### config.mk
export PLATFORM = sky130hd
export DESIGN_NAME = fb_fifo_rd
export DESIGN_NICKNAME = d
export VERILOG_FILES = /design/src/rtl/fb_fifo_rd.sv
export SDC_FILE = /design/constraint.sdc
export NUM_CORES = 1
export LEC_CHECK = 0
export ABC_CLOCK_PERIOD_IN_PS = 3200
export BUFFER_PORTS_ARGS = -buffer_cell sky130_fd_sc_hd__buf_2
export CAP_MARGIN = 20
export CORE_MARGIN = 5
export CORE_UTILIZATION = 46
export DETAILED_ROUTE_END_ITERATION = 10
export PLACE_DENSITY = 0.79
export SYNTH_ARGS = -nofsm -noshare
export SYNTH_HDL_FRONTEND = slang
export SYNTH_SLANG_ARGS = --single-unit
### constraint.sdc
create_clock -name clk -period 3.2 [get_ports clk]
set_input_delay 0.16 -clock clk [delete_from_list [all_inputs] [get_ports clk]]
set_output_delay 0.16 -clock clk [all_outputs]
set_load 0.1 [all_outputs]
### src/rtl/fb_fifo_rd.sv
// Show-ahead FIFO drain into a registered 2-entry valid/ready skid buffer.
// Optional transfer counter on rd_count when FB_FIFO_RD_STATS_EN is defined.
module fb_fifo_rd #(
    parameter int unsigned WIDTH = 32
) (
    input  logic             clk,
    input  logic             rst_n,
    input  logic             en,
    input  logic             fifo_empty,
    input  logic [WIDTH-1:0] fifo_data,
    output logic             fifo_pop,
    output logic             out_valid,
    input  logic             out_ready,
    output logic [WIDTH-1:0] out_data,
    output logic [31:0]      rd_count
);

    localparam int unsigned CNT_W = 32;
    localparam logic [1:0] EMPTY = 2'd0;
    localparam logic [1:0] ONE   = 2'd1;
    localparam logic [1:0] TWO   = 2'd2;

    logic [1:0]       state_q, state_d;
    logic [WIDTH-1:0] head_q, head_d;
    logic [WIDTH-1:0] tail_q, tail_d;
    logic             pop_c;
    logic             xfer_c;

    // Pop only with room: TWO frees a slot only when the head leaves this cycle.
    always_comb begin
        pop_c  = rst_n & en & ~fifo_empty & ((state_q != TWO) | out_ready);
        xfer_c = (state_q != EMPTY) & out_ready;
    end

    always_comb begin
        state_d = state_q;
        head_d  = head_q;
        tail_d  = tail_q;
        case (state_q)
            EMPTY: begin
                if (pop_c) begin
                    state_d = ONE;
                    head_d  = fifo_data;
                end
            end
            ONE: begin
                if (pop_c && !xfer_c) begin
                    state_d = TWO;
                    tail_d  = fifo_data;
                end else if (!pop_c && xfer_c) begin
                    state_d = EMPTY;
                end else if (pop_c && xfer_c) begin
                    head_d = fifo_data;
                end
            end
            TWO: begin
                // Second entry moves up; a concurrent pop refills behind it.
                if (xfer_c) begin
                    head_d = tail_q;
                    if (pop_c) begin
                        tail_d = fifo_data;
                    end else begin
                        state_d = ONE;
                    end
                end
            end
            default: state_d = EMPTY;
        endcase
    end

    always_ff @(posedge clk or negedge rst_n) begin
        if (!rst_n) begin
            state_q <= EMPTY;
            head_q  <= '0;
        end else begin
            state_q <= state_d;
            head_q  <= head_d;
        end
    end

    // Second entry is only read when state says it is occupied, so no reset.
    always_ff @(posedge clk) begin
        tail_q <= tail_d;
    end

    assign fifo_pop  = pop_c;
    assign out_valid = (state_q != EMPTY);
    assign out_data  = head_q;

`ifdef FB_FIFO_RD_STATS_EN
    logic [CNT_W-1:0] rd_count_q;

    always_ff @(posedge clk or negedge rst_n) begin
        if (!rst_n) begin
            rd_count_q <= '0;
        end else if (xfer_c) begin
            rd_count_q <= rd_count_q + CNT_W'(1);
        end
    end

    assign rd_count = rd_count_q;
`else
    assign rd_count = CNT_W'(0);
`endif

endmodule

## Yosys cells after proc, flatten, opt, wreduce, memory -nomap -nowiden

Cells that the tools add are included.
W data, S select, Z words.

| storage, ports and cells | value |
|---|---|
| flip-flop bits (word level) | 66 |
| output and inout port bits | 66 |
| word-level logic and storage cells | 48 |

| cells by class | value |
|---|---|
| eq/ne operators | 12 |
| multiplexer cells | 15 |
| bitwise operators | 6 |
| reductions and logical operators | 12 |

Operators with widths:

| cell | number |
|---|---|
| $mux W32 | 7 |
| $pmux W32 S3 | 1 |
| $pmux W32 S2 | 1 |
| $ne A2 B2 Y1 const B | 9 |
| $mux W2 | 5 |
| $reduce_and A4 Y1 | 2 |
| $pmux W2 S3 | 1 |
| $reduce_and A6 Y1 | 1 |
| $and A1 B1 Y1 | 4 |
| $reduce_bool A2 Y1 | 2 |
| $logic_and A1 B1 Y1 | 3 |
| $ne A3 B3 Y1 const B | 1 |
| $reduce_bool A3 Y1 | 1 |
| $eq A2 B1 Y1 const B | 1 |
| $eq A2 B2 Y1 const B | 1 |
| $logic_not A1 Y1 | 2 |
| $logic_not A2 Y1 | 1 |
| $not A1 Y1 | 1 |
| $or A1 B1 Y1 | 1 |

## Depth between registers and ports, before layout

Gate-level depths: netlist of run 1.

| depth | value |
|---|---|
| depth after elaboration | 8 |
| depth in mapped cells | 5 |

## Worst setup path after synthesis of run 1

No wires, ideal clock.

| timing | value |
|---|---|
| kind | register to register |
| start | register state_q[0] |
| end | register tail_q[0], enable pin |
| library setup time | 421 ps |
| data arrival time | 2252 ps |
| data required time | 2779 ps |
| setup slack | 527 ps |
| stages on the path, launching flop included | 6 |
| cells stage by stage | dfrtp_1 -> nor2b_4 -> buf_12 -> buf_8 -> a2bb2oi_1 -> nor2_1 |

| on the way | value |
|---|---|
| longest elaborated chain between the ends | 6 |
| elaborated cells between the ends (all ways) | 14 |
| classes of those cells | eq/ne (6); bitwise (3); reduce/logical (5) |

RTL lines:

| what | RTL line | text |
|---|---|---|
| from (decl) | 23 | `logic [1:0] state_q, state_d;` |
| from (signal assigned) | 76 | `state_q <= state_d;` |
| $ne A2 B2 Y1 or $reduce_bool A2 Y1 (tied branches) | 31, 32 |  |
| $or A1 B1 Y1 or $and A1 B1 Y1 (tied branches) | 31, 32 |  |
| $and A1 B1 Y1 or $logic_not A1 Y1 (tied branches) | 31, 47 |  |
| $logic_and A1 B1 Y1 | 47 | `if (pop_c && !xfer_c) begin` |
| $ne A2 B2 Y1 (no source line) | - |  |
| $reduce_and A4 Y1 (no source line) * | - |  |
| to (signal assigned) | 83 | `tail_q <= tail_d;` |
| to (decl) | 25 | `logic [WIDTH-1:0] tail_q, tail_d;` |

Mark *: on every way between the ends. The rest lies on a longest branch, timed or not.
A chain may end at the register's enable or synchronous reset.

## Worst setup path in the final report of run 1

| timing | value |
|---|---|
| start | input rst_n |
| end | register head_q[15] (netlist: out_data[15]) |

| on the way | value |
|---|---|
| longest elaborated chain between the ends | 7 |
| elaborated cells between the ends (all ways) | 12 |
| classes of those cells | eq/ne (4); bitwise (3); reduce/logical (5) |

RTL lines:

| what | RTL line | text |
|---|---|---|
| from (decl) | 7 | `input logic rst_n,` |
| $and A1 B1 Y1 * (3 in series) | 31 | `pop_c = rst_n & en & ~fifo_empty & ((state_q != TWO) \| out_ready);` |
| $logic_not A1 Y1 | 50 | `end else if (!pop_c && xfer_c) begin` |
| $logic_and A1 B1 Y1 | 50 |  |
| $ne A2 B2 Y1 (no source line) | - |  |
| $reduce_and A6 Y1 (no source line) * | - |  |
| to (signal assigned) | 74 | `head_q <= '0;` |
| to (signal assigned) | 77 | `head_q <= head_d;` |
| to (decl) | 24 | `logic [WIDTH-1:0] head_q, head_d;` |

Marks and branches as above.

==> results of run 1 <==
[where the power goes]
part / switching (mW) / internal (mW)
registers: 0.0698 / 1.01
clock network: 0.296 / 0.374
logic: 1.17 / 0.276
total: 1.54 / 1.66
[critical path: stages]
cell           delay, ns
dlygate4sd3_1       0.52
buf_2               0.29
nand4bb_1           0.27
o2bb2ai_4           0.57
buf_12              0.27
mux2_2              0.35
[cell families (layout without fill, tap and decap cells)]
group                  count (synthesis)  after routing  synth area share [%]
and+or+nand+nor                        9              9                  2.10
DFF                                   66             66                  56.3
AOI/OAI and AO/OA                      5              5                  1.83
buffers and inverters                 40             94                  11.0
other                                  1             32                 0.116
muxes                                 65             65                  28.7
[state kept, by name, summed over array words and instances, names as in the netlist]
signal / flops
state_q: 2
out_data: 32
tail_q: 32
[worst max path at each step]
stage | endpoint | cells past startpoint
2_1_floorplan | tail_q[0] | 5
4_1_cts | out_data[15] | 6
3_3_place_gp | tail_q[18] | 5
6_report | out_data[15] | 6
3_5_place_dp | tail_q[28] | 5
5_1_grt | out_data[18] | 6
[per-stage QoR]
step                hold WS (ns)  power (mW)  cells  utilization, %  setup slack, ns
floorplan                 -0.136        2.38    217               -            0.527
global placement          0.0539        2.54    349            51.7             1.20
detailed placement        0.0659        2.55    349            51.7             1.11
CTS                    0.0000346        3.24    367            54.9            0.959
global route             0.00836        3.32    367            54.9            0.805
finish                    0.0213        3.20    367            54.9            0.970
[Yosys cell counts (all sizes together)]
library cell and instances:
nand3 1, dfrtp 34, or2b 1, mux2 64
a2bb2oi 1, buf 39, nor2b 2, mux2i 1
nand4bb 1, o221ai 1, or2 1, inv 1
a21oi 1, edfxtp 32, nor2 1, conb 1
nand3b 1, nand2 1, o2bb2ai 2
[layout by cell type (no fill, tap or decap)]
master	count
a21oi_1	1
a2bb2oi_1	1
buf_12	1
buf_2	70
buf_4	4
bufinv_16	1
clkbuf_8	10
clkinv_1	1
clkinv_2	3
clkinvlp_4	1
conb_1	32
dfrtp_1	34
dlygate4sd3_1	2
edfxtp_1	32
inv_1	1
mux2_1	4
mux2_2	8
mux2_4	52
mux2i_1	1
nand2_1	1
nand3_1	1
nand3b_1	1
nand4bb_1	1
nor2_4	1
nor2b_2	1
nor2b_4	1
o221ai_1	1
o2bb2ai_1	1
o2bb2ai_4	1
or2_2	1
or2b_1	1
[timing repair]
action | in CTS | in global routing
hold endpoints to repair | 11 | 0
hold buffers | 2 | 0
resized for setup | 0 | 0
setup endpoints to repair | 0 | 0
[layout make-up]
cell class	instances	area, um2	share of cell area [%]
sequential	66	1810	48.6
inverter	1	3.75	0.101
tap	96	120	3.22
multi-input combinational	111	1180	31.6
timing repair buffer	77	420	11.3
clock inverter	6	56.3	1.51
clock buffer	10	138	3.69
[routing by layer]
layer	up-vias	wire length (um)	track usage, %
li1	767	-	-
met1	803	2380	16.4
met2	66	2630	19.8
met3	7	377	2.96
met4	0	53	6.62
met5	-	0	0
==> flow_summary.ini, run 1 <==
[setup_path]
critPathKind = in2reg
r2r_setup_slack_ns = 1.15
cp-end-kind = flop
r2r_cells = 5
cp_max_fo = 19
reg2reg_from = state_q[0]
arrival_ns = 2.44
critical_path_required_ns = 3.41
setup.worst_path.start = rst_n
r2r_end = tail_q[21]
startpoint_type = input pin

[finish]
n_antenna_cell = 0
nets = 303
area_growth_pct = 15.8
design_area_mm2 = 0.00373
layout-drive-gt1-share_pct = 57.2
fillers = 574

[clock_network]
cts_max_level = 3
cts_root_buf = clkbuf_8
clock_sinks = 66
cts_buffers = 9
cts_tree = done
worstSkewPairLatency_ns = 0.33
postCtsSetupBuffers = 0
clk_pin_slew_ns = 0.07
ctsLongestPathBuffers = 2

[sta]
setup_viol = 0
grt_setup_unrepaired = false
finalHoldViolations = 0
worst_slew_pin_slew_ns = 0.621
slew_headroom_pct = 58.6
timing.final.crit_share_pct = 69.7
clock_skew_ns = 0.00962
finalSetupTns_ns = 0
min_period_ns = 2.23
fmax_mhz = 448
slew_violations = 0

[outcome]
status = completed

[floorplanning]
core_mm2 = 0.00679
die-area_mm2 = 0.00878
fp.dieH_um = 93.7
rows = 30
io_pins = 103
initial_core_util_pct = 47.4
die_w_um = 93.7

[global_routing]
grt_start_max_net_pins = 25
grt_pass1_vias = 1719
overflow = 0
gr-usage-all-layers_pct = 12.7
antenna_found_initial = 0
grt_pass1_wl_um = 8370

[synth]
synth_cells = 186
avgSynthCellArea_um2 = 17.3
netlist_area_mm2 = 0.00322
yosys.area.top_type_share_pct = 29.8
synth.distinct_cells = 26
synth_area_leaders = edfxtp_1 30%, dfrtp_1 26%, mux2_4 24%
synth_seq_area_share_pct = 56.3
synth-seq-cells = 66
yosys.area.top_type = edfxtp_1
yosysWarnings = 0

[min_path]
min_to = tail_q[17]
hold_class = in2reg
min_path_cells = 1
hold_start = fifo_data[17]

[routing]
wl_um = 5440
antenna_left = 0
drtPass1Iterations = 4
vias = 1643
detail_route.wl_per_cell_um = 14.8
drc = 0
initialDrtViolationCount = 79
viasPerCell = 4.48

[power]
irDropWorstVdd_mv = 0.466
powerDensity_mw_per_mm2 = 859
p_leak_nw = 1.68

[placement]
gp_congestion = 0.711
hpwl_um = 4090
placed_cell_area_mm2 = 0.00352
io_buffers = 70

[job]
maxCapViolCount = 0
Power figures use the tool's default switching activity.
==> inputs of run 2 (changes only) <==
==> config.mk (replaced) <==
export PLATFORM = sky130hd
export DESIGN_NAME = fb_fifo_rd
export DESIGN_NICKNAME = d
export VERILOG_FILES = /design/src/rtl/fb_fifo_rd.sv
export SDC_FILE = /design/constraint.sdc
export NUM_CORES = 1
export LEC_CHECK = 0
export ABC_AREA = 1
export ABC_CLOCK_PERIOD_IN_PS = 1850
export BUFFER_PORTS_ARGS = -buffer_cell sky130_fd_sc_hd__buf_2
export CAP_MARGIN = 20
export CORE_MARGIN = 5
export CORE_UTILIZATION = 45
export DETAILED_ROUTE_END_ITERATION = 10
export PLACE_DENSITY = 0.82
export SYNTH_ARGS = -nofsm -noshare
export SYNTH_HDL_FRONTEND = slang
export SYNTH_SLANG_ARGS = --single-unit
==> constraint.sdc (replaced) <==
create_clock -name clk -period 1.85 [get_ports clk]
set_input_delay 0.0925 -clock clk [delete_from_list [all_inputs] [get_ports clk]]
set_output_delay 0.0925 -clock clk [all_outputs]
set_load 0.1 [all_outputs]
==> run 2 against run 1 <==
Net effect: die area fell by 3.2%; core utilization rose by 3.3 points; global-route usage rose by 2.0 points; highest routed layer unchanged; synthesized area fell by 5.6%; setup slack got worse by 0.91 ns; final area rose by 4.2%; clock-buffer cell count rose by 2; via count rose by 31%; register-to-register slack got worse by 1.1 ns; critical path depth fell by 3; clock skew fell by 0.0036 ns; non-clock buffer count rose by 31.
==> flow_summary.ini, run 2 <==
[finish]
fillers = 578
layout-drive-gt1-share_pct = 26.7
nets = 441
multiInputGateArea_um2 = 871
area_growth_pct = 27.9
n_antenna_cell = 0
layout_common_cells = 69 x buf_2, 68 x nand2_1, 55 x o21ai_1, 34 x dfrtp_1
layout_commonest_cell = buf_2
seq_area_mm2 = 0.00181

[sta]
fmax_mhz = 558
whs_ns = 0.174
timing.final.crit_share_pct = 96.8
clock_skew_ns = 0.00604
min_period_ns = 1.79
slew_violations = 0
finalSetupTns_ns = 0
setup_viol = 0
setup_ws_ns = 0.0593
finalHoldViolations = 0
worst_slew_pin_slew_ns = 1.00
grt_setup_unrepaired = true
slew_headroom_pct = 32.9

[synth]
synth_cells = 299
synthTopCellsByCount = 68 x nand2_1, 55 x o21ai_1, 34 x dfrtp_1, 34 x inv_1
netlist_area_mm2 = 0.00304
synth-edff-count = 32
synth_most_common_cell = nand2_1
yosysWarnings = 0
synth_area_leaders = edfxtp_1 32%, dfrtp_1 28%, o21ai_1 9.1%
synth.distinct_cells = 21
synth_seq_area_share_pct = 59.6
yosys.area.top_type_share_pct = 31.6
avgSynthCellArea_um2 = 10.2
synthFlopType = dfrtp_1
synth-seq-cells = 66
yosys.area.top_type = edfxtp_1
synthArstFlopShare_pct = 51.5

[min_path]
min_to = state_q[1]
min_path_cells = 4
hold_class = in2reg
hold_start = out_ready

[global_routing]
grt_pass1_wl_um = 9890
grtUsageMet1_pct = 16.6
grt_start_max_net_pins = 57
busiest_layer = met2
met3_usage_pct = 3.12
gr-usage-all-layers_pct = 14.7
overflow = 0
gr-usage-met2_pct = 26.6
antenna_found_initial = 0
grt_pass1_vias = 2185

[routing]
drc = 0
wl_um = 6030
initialDrtViolationCount = 48
drtPass1Iterations = 4
vias = 2156
antenna_left = 0
viasPerCell = 4.41
detail_route.wl_per_cell_um = 12.3

[clock_network]
cts_tree = done
clk_pin_slew_ns = 0.07
worstSkewPairLatency_ns = 0.33
postCtsSetupBuffers = 0
cts_buffers = 9
ctsLongestPathBuffers = 2
cts_max_level = 3
cts_root_buf = clkbuf_8
clock_sinks = 66

[setup_path]
r2r_end = tail_q[8]
reg2reg_from = state_q[0]
arrival_ns = 1.74
r2r_cells = 3
worst-path-buf-inv = 1
cp_max_fo = 32
startpoint_type = flop
cp-end-kind = flop
path_cells = inv_2, nand2_4, o21ai_4
critPathTopFamily = compound AO/OA/AOI/OAI gates
r2r_setup_slack_ns = 0.06
slowest_stage = o21ai_4
critPathKind = reg2reg
critical_path_required_ns = 1.80
max_stage_delay_ns = 0.79

[floorplanning]
io_pins = 103
rows = 30
die-area_mm2 = 0.00850
fp.dieH_um = 92.2
core_mm2 = 0.00668
initial_core_util_pct = 45.5
die_w_um = 92.2

[placement]
place_ws_ns = 0.0190
gp_congestion = 0.752
hpwl_um = 4110
io_buffers = 70

[outcome]
status = completed

[job]
maxCapViolCount = 0
run 2: per-layer routing:
layer / share of wire, % / routed length [um] / vias up
met1: 41 / 2500 / 969
met3: 5.7 / 345 / 7
li1: - / - / 1112
met5: 0 / 0 / -
met4: 1.3 / 77 / 0
met2: 52 / 3120 / 68
run 2: cells by family after synthesis:
logic type | count (synthesis) | synth area share (%)
and+or+nand+nor | 83 | 11.7
AOI/OAI and AO/OA | 68 | 12.0
other | 1 | 0.123
buffers and inverters | 81 | 16.5
DFF | 66 | 59.6
run 2: cell type report:
cell class	instances	share of cell area, %
clock buffer	12	4.25
clock inverter	4	1.26
inverter	36	3.57
multi-input combinational	183	22.4
sequential	66	46.6
tap	80	2.57
timing repair buffer	108	19.3
run 2: how the worst max path moves through the flow:
stage               start      endpoint  slack, ns  cells past startpoint
2_1_floorplan  state_q[0]     tail_q[0]      -0.27                      7
3_3_place_gp   state_q[0]     tail_q[3]       0.09                      3
3_5_place_dp   state_q[1]  out_data[24]       0.02                      7
4_1_cts        state_q[1]  out_data[24]     0.0006                      7
5_1_grt        state_q[0]    tail_q[18]      -0.05                      4
6_report       state_q[0]     tail_q[8]       0.06                      3
run 2: timing repair:
item	CTS	global route
hold endpoints to repair	66	0
gates resized for setup	0	2
hold buffers	33	0
endpoints found under the setup margin	0	50
run 2: tightest hold or removal path: stages:
cell and delay, ns:
buf_2 0.14, inv_1 0.07, o211ai_1 0.09, nand2_1 0.07
run 2: stage by stage:
step / instances / area, um2 / util [%]
floorplan: 330 / 3190 / -
global placement: 440 / 3340 / 49.9
detailed placement: 440 / 3340 / 49.9
CTS: 489 / 3880 / 58.1
global route: 489 / 3890 / 58.2
finish: 489 / 3890 / 58.2
Power of run 2 is not shown: default switching activity piles up to over one toggle a cycle in this logic, so the estimate is an artifact.
==> inputs of run 3 (changes only) <==
--- a/config.mk
+++ b/config.mk
@@ -11,6 +11,7 @@
 export CAP_MARGIN = 20
 export CORE_MARGIN = 5
 export CORE_UTILIZATION = 45
+export CTS_CLUSTER_DIAMETER = 200
 export DETAILED_ROUTE_END_ITERATION = 10
 export PLACE_DENSITY = 0.82
 export SYNTH_ARGS = -nofsm -noshare
==> constraint.sdc (replaced) <==
create_clock -name clk -period 1.85 [get_ports clk]
set_input_delay 0.185 -clock clk [delete_from_list [all_inputs] [get_ports clk]]
set_output_delay 0.185 -clock clk [all_outputs]
set_load 0.1 [all_outputs]
==> run 3 against run 2 <==
Net effect: final area fell by 8.2%; worst hold slack lost 0.13 ns; critical path depth stayed put; final cell count is 6.7% lower; fmax is 0.26% higher; die area unchanged; sequential cell count unchanged; sequential share of layout area increased by 4.2 points; highest routed layer unchanged.
==> flow_summary.ini, run 3 (synthesis results as in run 2) <==
[setup_path]
r2r_end = tail_q[24]
startpoint_type = flop
setup.worst_path.start = state_q[1]
reg2reg_from = state_q[1]
critical_path_required_ns = 1.80
r2r_setup_slack_ns = 0.06
critPathKind = reg2reg
arrival_ns = 1.73
r2r_cells = 3
cp_max_fo = 32
cp-end-kind = flop
crit_path_end = tail_q[24]

[placement]
placed_cell_area_mm2 = 0.00333
hpwl_um = 3920
gp_congestion = 0.736
place_inst = 439
place_ws_ns = 0.00647
io_buffers = 70

[global_routing]
gr-usage-all-layers_pct = 13.2
grt_start_max_net_pins = 39
grt_pass1_vias = 1893
grt_pass1_wl_um = 8760
overflow = 0
antenna_found_initial = 0

[routing]
initialDrtViolationCount = 55
wl_um = 5440
detail_route.wl_per_cell_um = 11.9
drc = 0
viasPerCell = 4.37
vias = 1994
drtPass1Iterations = 4
antenna_left = 0

[floorplanning]
die_w_um = 92.2
io_pins = 103
rows = 30
initial_core_util_pct = 45.5
fp.dieH_um = 92.2
die-area_mm2 = 0.00850
core_mm2 = 0.00668

[sta]
grt_setup_unrepaired = true
finalHoldViolations = 0
slew_headroom_pct = 33.6
clock_skew_ns = 0.00840
worst_slew_pin_slew_ns = 0.993
min_period_ns = 1.79
timing.final.crit_share_pct = 96.5
fmax_mhz = 560
setup_ws_ns = 0.0640
setup_viol = 0
slew_violations = 0
finalSetupTns_ns = 0

[clock_network]
worstSkewPairLatency_ns = 0.33
cts_buffers = 9
postCtsSetupBuffers = 0
ctsLongestPathBuffers = 2
cts_root_buf = clkbuf_8
clock_sinks = 66
cts_tree = done
cts_max_level = 3
clk_pin_slew_ns = 0.08

[finish]
fin_cells = 456
nets = 408
layout-drive-gt1-share_pct = 29.0
design_area_mm2 = 0.00357
layout_common_cells = 69 x buf_2, 68 x nand2_1, 55 x o21ai_1, 33 x inv_1, 33 x dfrtp_1
layout_commonest_cell = buf_2
area_growth_pct = 17.4
fillers = 609
n_antenna_cell = 0

[min_path]
hold_class = in2reg
hold_start = fifo_data[0]

[outcome]
status = completed

[job]
maxCapViolCount = 0
run 3: cell count changes in the layout (fill, tap and decap cells not counted), sizes merged:
cell         before  now
clkinvlp          1    2
dlygate4sd3      33    1
bufinv            1    2
clkbuf           13   10
run 3: stage by stage:
| step | util [%] | hold slack, ns |
|---|---|---|
| 6_report | 53.4 | 0.0409 |
| 4_1_cts | 53.4 | 0.0234 |
| 2_1_floorplan | - | -0.111 |
| 3_3_place_gp | 49.8 | 0.277 |
| 5_1_grt | 53.4 | 0.0158 |
| 3_5_place_dp | 49.8 | 0.278 |
run 3: routing by layer:
layer,global-route usage (%),part of all wire [%],vias up
li1,-,-,1040
met1,15.0,42,874
met2,22.4,49,69
met3,5.00,7.5,11
met4,4.95,1.1,0
met5,0,0,-
run 3: final cells by class:
type                    count  area [um2]  area share [%]
clock buffers              10         138            3.86
flip-flops and latches     66        1810            50.8
inverters                  36         139            3.89
multi-input cells         183         871            24.4
repair buffers             75         418            11.7
clock inverters             6        90.1            2.52
well taps                  80         100            2.81
run 3: how the worst min path moves through the flow:
stage | to | cells after the start
2_1_floorplan | out_data[0] | 0
3_3_place_gp | out_data[17] | 2
3_5_place_dp | out_data[17] | 2
4_1_cts | tail_q[0] | 1
5_1_grt | tail_q[3] | 1
6_report | tail_q[0] | 1
run 3: worst max-delay path: stages, from the launching register on:
cell	delay, ns
dfrtp_2	0.45
nand2_4	0.11
o21ai_4	0.08
o21ai_4	0.77
run 3: repair_timing:
action | in CTS | in global routing
hold buffers | 1 | 0
setup endpoints to repair | 12 | 33
pin swaps | 0 | 1
hold endpoints to repair | 34 | 0
resized for setup | 1 | 0
Power of run 3 is left out for the same reason.
